## src/rtl/seven_seg_pkg.sv

```systemverilog
// Shared types and sizes for the multiplexed four-digit seven-segment display.
package seven_seg_pkg;
  localparam int NUM_DIGITS = 4;
  localparam int NIBBLE_W   = 4;

  typedef logic [NIBBLE_W-1:0]   nibble_t;
  typedef logic [NUM_DIGITS-1:0] digit_mask_t;

  typedef struct packed {
    logic [NUM_DIGITS*NIBBLE_W-1:0] value;
    digit_mask_t                    en;
    digit_mask_t                    dp;
    logic                           lz;
  } disp_t;
endpackage

```

## src/rtl/seven_segment_scanner_scan_timer.sv

```systemverilog
// Slot timer: steps the selected digit every DIGIT_CYCLES clocks and flags the
// blanking window at the start of each slot plus the final cycle of digit 3.
module scan_timer #(
  parameter int DIGIT_CYCLES = 100000,
  parameter int BLANK_CYCLES = 1000
) (
  input  logic       clk,
  input  logic       rst,
  output logic [1:0] sel,
  output logic       blank,
  output logic       wrap
);
  localparam int CNT_W = (DIGIT_CYCLES > 1) ? $clog2(DIGIT_CYCLES) : 1;
  localparam logic [CNT_W-1:0] LAST_CNT  = CNT_W'(DIGIT_CYCLES - 1);
  localparam logic [CNT_W-1:0] BLANK_END = CNT_W'(BLANK_CYCLES);

  logic [CNT_W-1:0] r_cnt;
  logic [1:0]       r_sel;
  logic             w_tc;

  assign w_tc = (r_cnt == LAST_CNT);

  always_ff @(posedge clk) begin
    if (rst) begin
      r_cnt <= '0;
      r_sel <= '0;
    end else if (w_tc) begin
      r_cnt <= '0;
      r_sel <= r_sel + 2'd1;
    end else begin
      r_cnt <= r_cnt + CNT_W'(1);
    end
  end

  assign sel   = r_sel;
  assign blank = (r_cnt < BLANK_END);
  assign wrap  = w_tc && (r_sel == 2'd3);
endmodule

```

## src/rtl/seven_segment_scanner.sv

```systemverilog
// Four-digit display scanner: double-buffers the display data so it only
// changes at a frame boundary, and drives registered anode/nibble/dp outputs.
module seven_segment_scanner
  import seven_seg_pkg::*;
#(
  parameter int DIGIT_CYCLES = 100000,
  parameter int BLANK_CYCLES = 1000
) (
  input  logic        clk,
  input  logic        rst,
  input  logic [15:0] value,
  input  logic [3:0]  digit_en,
  input  logic [3:0]  dp_in,
  input  logic        lz_en,
  input  logic        load,
  output logic        busy,
  output logic [3:0]  digit,
  output logic [3:0]  an,
  output logic        dp_n,
  output logic        frame
);
  logic [1:0]  w_sel;
  logic        w_blank;
  logic        w_wrap;
  disp_t       w_live;
  disp_t       r_disp;
  disp_t       r_pend;
  logic        r_busy;
  digit_mask_t w_supp;
  digit_mask_t w_an;
  nibble_t     r_digit;
  digit_mask_t r_an;
  logic        r_dp_n;
  logic        r_frame;

  scan_timer #(
    .DIGIT_CYCLES(DIGIT_CYCLES),
    .BLANK_CYCLES(BLANK_CYCLES)
  ) u_timer (
    .clk  (clk),
    .rst  (rst),
    .sel  (w_sel),
    .blank(w_blank),
    .wrap (w_wrap)
  );

  assign w_live = '{value: value, en: digit_en, dp: dp_in, lz: lz_en};

  // A load on the wrap edge bypasses the pending buffer so no busy pulse appears.
  always_ff @(posedge clk) begin
    if (rst) begin
      r_disp <= '0;
      r_pend <= '0;
      r_busy <= 1'b0;
    end else begin
      if (load) r_pend <= w_live;
      if (w_wrap) begin
        if (load)        r_disp <= w_live;
        else if (r_busy) r_disp <= r_pend;
        r_busy <= 1'b0;
      end else if (load) begin
        r_busy <= 1'b1;
      end
    end
  end

  always_comb begin
    w_supp    = '0;
    w_supp[3] = r_disp.lz && (r_disp.value[15:12] == 4'd0);
    w_supp[2] = r_disp.lz && (r_disp.value[15:8]  == 8'd0);
    w_supp[1] = r_disp.lz && (r_disp.value[15:4]  == 12'd0);
  end

  always_comb begin
    w_an = '1;
    if (!w_blank && r_disp.en[w_sel] && !w_supp[w_sel]) w_an[w_sel] = 1'b0;
  end

  always_ff @(posedge clk) begin
    if (rst) begin
      r_digit <= '0;
      r_an    <= '1;
      r_dp_n  <= 1'b1;
      r_frame <= 1'b0;
    end else begin
      r_digit <= r_disp.value[{w_sel, 2'b00} +: 4];
      r_an    <= w_an;
      r_dp_n  <= w_blank ? 1'b1 : ~r_disp.dp[w_sel];
      r_frame <= w_wrap;
    end
  end

  assign busy  = r_busy;
  assign digit = r_digit;
  assign an    = r_an;
  assign dp_n  = r_dp_n;
  assign frame = r_frame;
endmodule

```

## config.mk

```make
export PLATFORM = sky130hd
export DESIGN_NAME = seven_segment_scanner
export DESIGN_NICKNAME = d
export VERILOG_FILES = /design/src/rtl/seven_seg_pkg.sv /design/src/rtl/seven_segment_scanner_scan_timer.sv /design/src/rtl/seven_segment_scanner.sv
export SDC_FILE = /design/constraint.sdc
export NUM_CORES = 1
export LEC_CHECK = 0
export CAP_MARGIN = 15
export CORE_ASPECT_RATIO = 1.4
export CORE_UTILIZATION = 52
export CTS_BUF_LIST = sky130_fd_sc_hd__clkbuf_8
export DETAILED_ROUTE_END_ITERATION = 8
export PLACE_DENSITY = 0.78
export SLEW_MARGIN = 20
export SYNTH_ARGS = -nofsm -noshare
export SYNTH_HDL_FRONTEND = slang
export SYNTH_SLANG_ARGS = --single-unit
```

## constraint.sdc

```tcl
create_clock -name clk -period 2.6 [get_ports clk]
set_input_delay 0.39 -clock clk [delete_from_list [all_inputs] [get_ports clk]]
set_output_delay 0.39 -clock clk [all_outputs]
set_load 0.05 [all_outputs]
```

==> reports/qor.yml, run 1 <==
syn_nets: 346
cts_buffers: 9
grt_pass1_vias: 2201
gp_congestion: 0.818
ys_seq_area_share_pct: 47.2
clkTransAtPathRegs_ns: 0.08
r2r_start: "u_timer.r_cnt[13]$_SDFF_PP0_"
ys.flop_type: "dfxtp_1"
grt.overflow.total: 0
synth-edff-count: 0
htreeDepth: 3
insertion_delay_ns: 0.35
relSlewSlack_pct: 51.7
hold_path.class: "reg -> reg"
irDropWorstVdd_mv: 0.402
setup_viol: 0
status: "finished clean"
min_from: "u_timer.r_cnt[0]$_SDFF_PP0_"
syn_area_um2: 3390
final.period_utilization_pct: 94.4
holdPathStages: 1
cts_resized: 0
finalHoldViolCount: 0
postSynthCellCount: 313
fp.dieArea_um2: 6860
wl_per_cell_um: 13.3
die_y_um: 97.6
cpLargestDelayFamily: "simple AND/OR/NAND/NOR gates"
worst_slew_pin_slew_ns: 0.724
synth_top_cell_area_share_pct: 47.2
endpoint_kind: "flop"
critical_path_required_ns: 2.84
rows: 34
ys_ff_latch: 80
p_per_area_nw_per_um2: 568
cp_num_buf_inv: 1
holdBufCountCts: 0
grt_usage_pct: 18.4
crit_path_max_incr_delay_ns: 0.55
ant_nets: 0
drt-initial-drc-count: 96
grt_max_degree: 44
power_w: 0.00230
start_kind: "flop"
setup_tns_ns: 0
r2r_slack_ns: 0.15
dr.pass1.iters: 4
ff2ff_path_depth: 5
path_common_cell: "or4_4"
period_needed_ns: 2.45
fp.dieW_um: 70.3
cts-root-buf: "clkbuf_8"
slowest_stage: "or4_4"
drive_gt1_share_pct: 17.9
final_cell_mix: "dfxtp_1, nor2_1, clkdlybuf4s50_1, nor2b_1, mux2i_1"
vias: 2278
cts_max_path_buffers: 2
drv_cap: 0
leakage_nw: 1.65
cts_tree: "yes"
syn_to_final_growth_pct: 19.2
grt_pass1_wl_mm: 9.98
path_class: "reg -> reg"
dp_hpwl_mm: 3.99
coreArea_um2: 6250
yosys.area.top_type: "dfxtp_1"
drv_slew: 0
yosysWarningCount: 0
final_util_pct: 64.7
cts_num_sinks: 80
pin_count: 39
route.detailed.drc: 0
async_flop_share_pct: 0
fmax_ghz: 0.408
totalWireLength_mm: 5.72
postCtsSetupRepairBufs: 0
ys_types: 36
r2r-end: "r_disp[23]$_SDFFE_PP0P_"
initial_core_util_pct: 54.3
fin_nets: 386
crit_chain: "or4_4 -> or4_4 -> or3b_1 -> buf_12 -> mux2_4"
min_to: "u_timer.r_cnt[0]$_SDFF_PP0_"
cp_max_fo: 25
antennaDiodeCount: 0
viasPerCell: 5.30
rsz0062_at_grt: "false"
antenna_found_initial: 0
synthTopCellsByArea: "dfxtp_1, mux2_4, mux2i_1"
final_common_cell: "dfxtp_1"
port-buffer-count: 38
critPathArrivalTime_ns: 2.69
skew_ns: 0.00805
synth_area_per_cell_um2: 10.8
[power by group]
| part | total [W] | leakage (nW) | switching [W] | internal [W] |
|---|---|---|---|---|
| Combinational | 0.000127 | 0.900 | 0.0000595 | 0.0000673 |
| Clock | 0.000908 | 0.0960 | 0.000457 | 0.000451 |
| Sequential | 0.00126 | 0.650 | 0.0000101 | 0.00125 |
| Total | 0.00230 | 1.65 | 0.000527 | 0.00177 |
[registers in the layout, indices dropped and copies added (netlist names)]
name and cells:
an 4, busy 1, digit 4, dp_n 1, frame 1, r_disp 25
r_pend 25, u_timer.r_cnt 17, u_timer.sel 2
[Yosys cell counts (all sizes together), types with 2 or more instances]
library cell,instances
dfxtp,80
nor2,44
nor2b,29
mux2,25
mux2i,25
clkbuf,15
nand4,13
nand2,8
xor2,8
nand3,7
buf,6
mux4,6
nor4,6
xnor2,6
ha,5
a21oi,4
and4,4
inv,4
o21ai,3
nand4b,2
or3,2
or4,2
[how the worst max path moves through the flow]
stage | start | endpoint | slack, ns | depth (start not counted)
final | u_timer.r_cnt[13]$_SDFF_PP0_ | r_disp[23]$_SDFFE_PP0P_ | 0.15 | 5
after floorplan | u_timer.r_cnt[11]$_SDFF_PP0_ | r_disp[10]$_SDFFE_PP0P_ | 0.14 | 6
after global routing | u_timer.r_cnt[0]$_SDFF_PP0_ | r_disp[23]$_SDFFE_PP0P_ | 0.09 | 6
after CTS | u_timer.r_cnt[13]$_SDFF_PP0_ | r_disp[2]$_SDFFE_PP0P_ | 0.15 | 5
after global placement | u_timer.r_cnt[13]$_SDFF_PP0_ | r_disp[14]$_SDFFE_PP0P_ | 0.20 | 5
after detailed placement | u_timer.r_cnt[13]$_SDFF_PP0_ | r_disp[23]$_SDFFE_PP0P_ | 0.16 | 5
[routing by layer]
metal | part of all wire, % | GRT usage, % | vias to the layer above
li1 | - | - | 1157
met1 | 45 | 23.3 | 1069
met2 | 49 | 29.2 | 46
met3 | 4.2 | 3.32 | 6
met4 | 1.8 | 10.5 | 0
met5 | 0 | 0 | -
[cell families after synthesis]
kind of cell	Yosys count	share of synthesized area, %
mux	56	21.9
buf+inv	25	4.02
compound gates	10	1.70
flops	80	47.2
fa+ha+maj	5	1.84
xor+xnor	14	3.61
simple gates	123	19.8
[layout make-up]
type | count | area, um2
sequential | 80 | 1600
clock inverter | 7 | 80.1
multi-input combinational | 208 | 1660
clock buffer | 9 | 124
fill | 489 | 2210
tap | 72 | 90.1
inverter | 4 | 15.0
timing repair buffer | 50 | 478
[worst register-to-register path, delay by kind of cell, from the launching register on]
family                 cells  cell delay [ns]
AND/OR/NAND/NOR            3             1.49
flip-flops                 1             0.34
multiplexers               1             0.33
buffers and inverters      1             0.20
[per-stage QoR]
step                worst slack [ns]  cells  hold slack [ns]  area (um2)
floorplan                      0.140    313            0.438        3390
global placement               0.197    414            0.454        3840
detailed placement             0.162    414            0.472        3840
CTS                            0.154    430            0.491        4040
global route                  0.0940    430            0.504        4040
finish                         0.146    430            0.491        4040
Note: power is estimated with default switching activity, not from simulation.
==> run 2, diff against run 1 <==
REMOVE_ABC_BUFFERS = 1   (was unset)
==> run 2 against run 1 <==
Critical path depth is the same; power shrank 0.28%; via count grew 4.0%; non-clock buffer count grew 4; final cell count grew 0.70%; die area is the same; final area grew 0.19%; clock skew grew 0.0046 ns; register-to-register slack lost 0.02 ns.
==> reports/qor.yml, run 2 (synthesis results as in run 1) <==
status: "finished clean"
path_class: "reg -> reg"
start_kind: "flop"
endpoint_kind: "flop"
pwr-share-clk_pct: 39.0  # -0.5 points
insertion_delay_ns: 0.36  # about the same
leakage_nw: 1.65  # +0.32%
worst_slew_pin_slew_ns: 0.525  # -0.199 ns
power_switching_w: 0.000526  # -0.15%
wl_per_cell_um: 14.8  # +11%
n_fill_cell: 517  # +5.7%
cts_tree: "yes"
totalWireLength_mm: 6.41  # +12%
p_per_area_nw_per_um2: 565  # -0.47%
viasPerCell: 5.47  # +3.2%
holdBufCountCts: 0  # unchanged
final.period_utilization_pct: 95.1  # +0.68 points
hold_path.class: "reg -> reg"
p_int_w: 0.00176  # -0.32%
htreeDepth: 3  # unchanged
dp_cells: 418  # +0.97%
coreArea_um2: 6250  # unchanged
setup_tns_ns: 0  # unchanged
worst_slack_ns: 0.128  # -0.0178 ns
critPathArrivalTime_ns: 2.72  # +0.03 ns
fin_nets: 390  # +1.0%
cts_buffers: 9  # unchanged
die_y_um: 97.6  # unchanged
pin_count: 39  # unchanged
combinationalPowerShare_pct: 5.8  # +0.3 points
grt_pass1_vias: 2383  # +8.3%
fin_cells: 433  # +0.70%
irDropWorstVdd_mv: 0.393  # -2.2%
clkTransAtPathRegs_ns: 0.08  # about the same
dr.pass1.iters: 4  # unchanged
drv_slew: 0  # unchanged
drt-initial-drc-count: 97  # +1.0%
drive_gt1_share_pct: 18.6  # +0.68 points
relSlewSlack_pct: 64.7  # +13 points
cts-root-buf: "clkbuf_8"
swShare_pct: 23.0  # +0.030 points
skew_ns: 0.0126  # +0.00457 ns
cts_num_sinks: 80  # unchanged
period_needed_ns: 2.47  # +0.0178 ns
reg_top3: "r_disp x25, r_pend x25, u_timer.r_cnt x17"
critical_path_required_ns: 2.85  # about the same
postCtsSetupRepairBufs: 0  # unchanged
rsz0062_at_grt: "false"
antenna_found_initial: 0  # unchanged
grt_pass1_wl_mm: 11.0  # +10%
fp.dieW_um: 70.3  # unchanged
vias: 2368  # +4.0%
initial_core_util_pct: 54.3  # unchanged
pwr-share-seq_pct: 55.2  # +0.3 points
final_cell_mix: "dfxtp_1, nor2_1, clkdlybuf4s50_1, nor2b_1, mux2i_1"
port-buffer-count: 38  # unchanged
dp_hpwl_mm: 4.41  # +10%
antennaDiodeCount: 0  # unchanged
dpl_worst_slack_ns: 0.148  # -0.0139 ns
grt.overflow.total: 0  # unchanged
fp.dieArea_um2: 6860  # unchanged
cts_resized: 0  # unchanged
syn_to_final_growth_pct: 19.4
cts_max_path_buffers: 2  # unchanged
grt_max_degree: 29  # -34%
ant_nets: 0  # unchanged
setup_viol: 0  # unchanged
final_common_cell: "dfxtp_1"
grt_usage_pct: 20.3  # +1.9 points
drv_cap: 0  # unchanged
route.detailed.drc: 0  # unchanged
gp_congestion: 0.876  # +7.0%
r2r_slack_ns: 0.13  # -0.02 ns
fmax_ghz: 0.405  # -0.72%
finalHoldViolCount: 0  # unchanged
rows: 34  # unchanged
cp_max_fo: 16  # -36%
[run 2: layout make-up]
cell class | count | area [um2] | share of cell area, %
Multi-Input combinational cell | 208 | 1660 | 40.9
Inverter | 4 | 15.0 | 0.371
Clock buffer | 9 | 124 | 3.06
Tap cell | 72 | 90.1 | 2.22
Clock inverter | 6 | 70.1 | 1.73
Timing Repair Buffer | 54 | 495 | 12.2
Sequential cell | 80 | 1600 | 39.5
[run 2: routing by layer]
| layer | share of wire [%] | GRT usage [%] |
|---|---|---|
| met3 | 3.1 | 3.94 |
| met1 | 43 | 22.9 |
| met2 | 52 | 36.0 |
| met5 | 0 | 0 |
| met4 | 1.9 | 9.54 |
[run 2: stage by stage]
step	power, W	cell area (um2)	hold WS [ns]	util (%)
floorplan	0.00134	3270	0.438	-
global placement	0.00142	3860	0.450	61.7
detailed placement	0.00143	3860	0.462	61.7
CTS	0.00232	4050	0.481	64.8
global route	0.00237	4050	0.507	64.8
finish	0.00229	4050	0.486	64.8
[run 2: final timing paths]
| kind | start | end | cells past startpoint |
|---|---|---|---|
| max | u_timer.r_cnt[11]$_SDFF_PP0_ | r_disp[17]$_SDFFE_PP0P_ | 5 |
| min | u_timer.r_cnt[0]$_SDFF_PP0_ | u_timer.r_cnt[0]$_SDFF_PP0_ | 1 |
| max reg2reg | u_timer.r_cnt[11]$_SDFF_PP0_ | r_disp[17]$_SDFFE_PP0P_ | 5 |
| min reg2reg | u_timer.r_cnt[0]$_SDFF_PP0_ | u_timer.r_cnt[0]$_SDFF_PP0_ | 1 |
[run 2: worst max-delay path, cell delays in order (launching register included)]
cell     delay [ns]
dfxtp_1        0.32
or4_4          0.55
or4_4          0.55
or3b_1         0.38
buf_4          0.24
mux2_4         0.32
[run 2: power by group through the flow]
stage / registers, W / logic, W / clock network [W]
6_report: 0.00126 / 0.000134 / 0.000893
2_1_floorplan: 0.00129 / 0.0000479 / 0
4_1_cts: 0.00126 / 0.000136 / 0.000916
3_5_place_dp: 0.00129 / 0.000134 / 0
5_1_grt: 0.00127 / 0.000148 / 0.000960
3_3_place_gp: 0.00129 / 0.000130 / 0
==> run 3, diff against run 2 <==
==> constraint.sdc (replaced) <==
create_clock -name clk -period 2.6 [get_ports clk]
set_input_delay 0.39 -clock clk [delete_from_list [all_inputs] [get_ports clk]]
set_output_delay 0.39 -clock clk [all_outputs]
set_load 0.005 [all_outputs]
==> results of run 3 <==
Same layout as run 2 (identical final DEF). Status: finished clean.
Among the figures that moved: worst IR drop on VDD 0.393 mV -> 0.377 mV
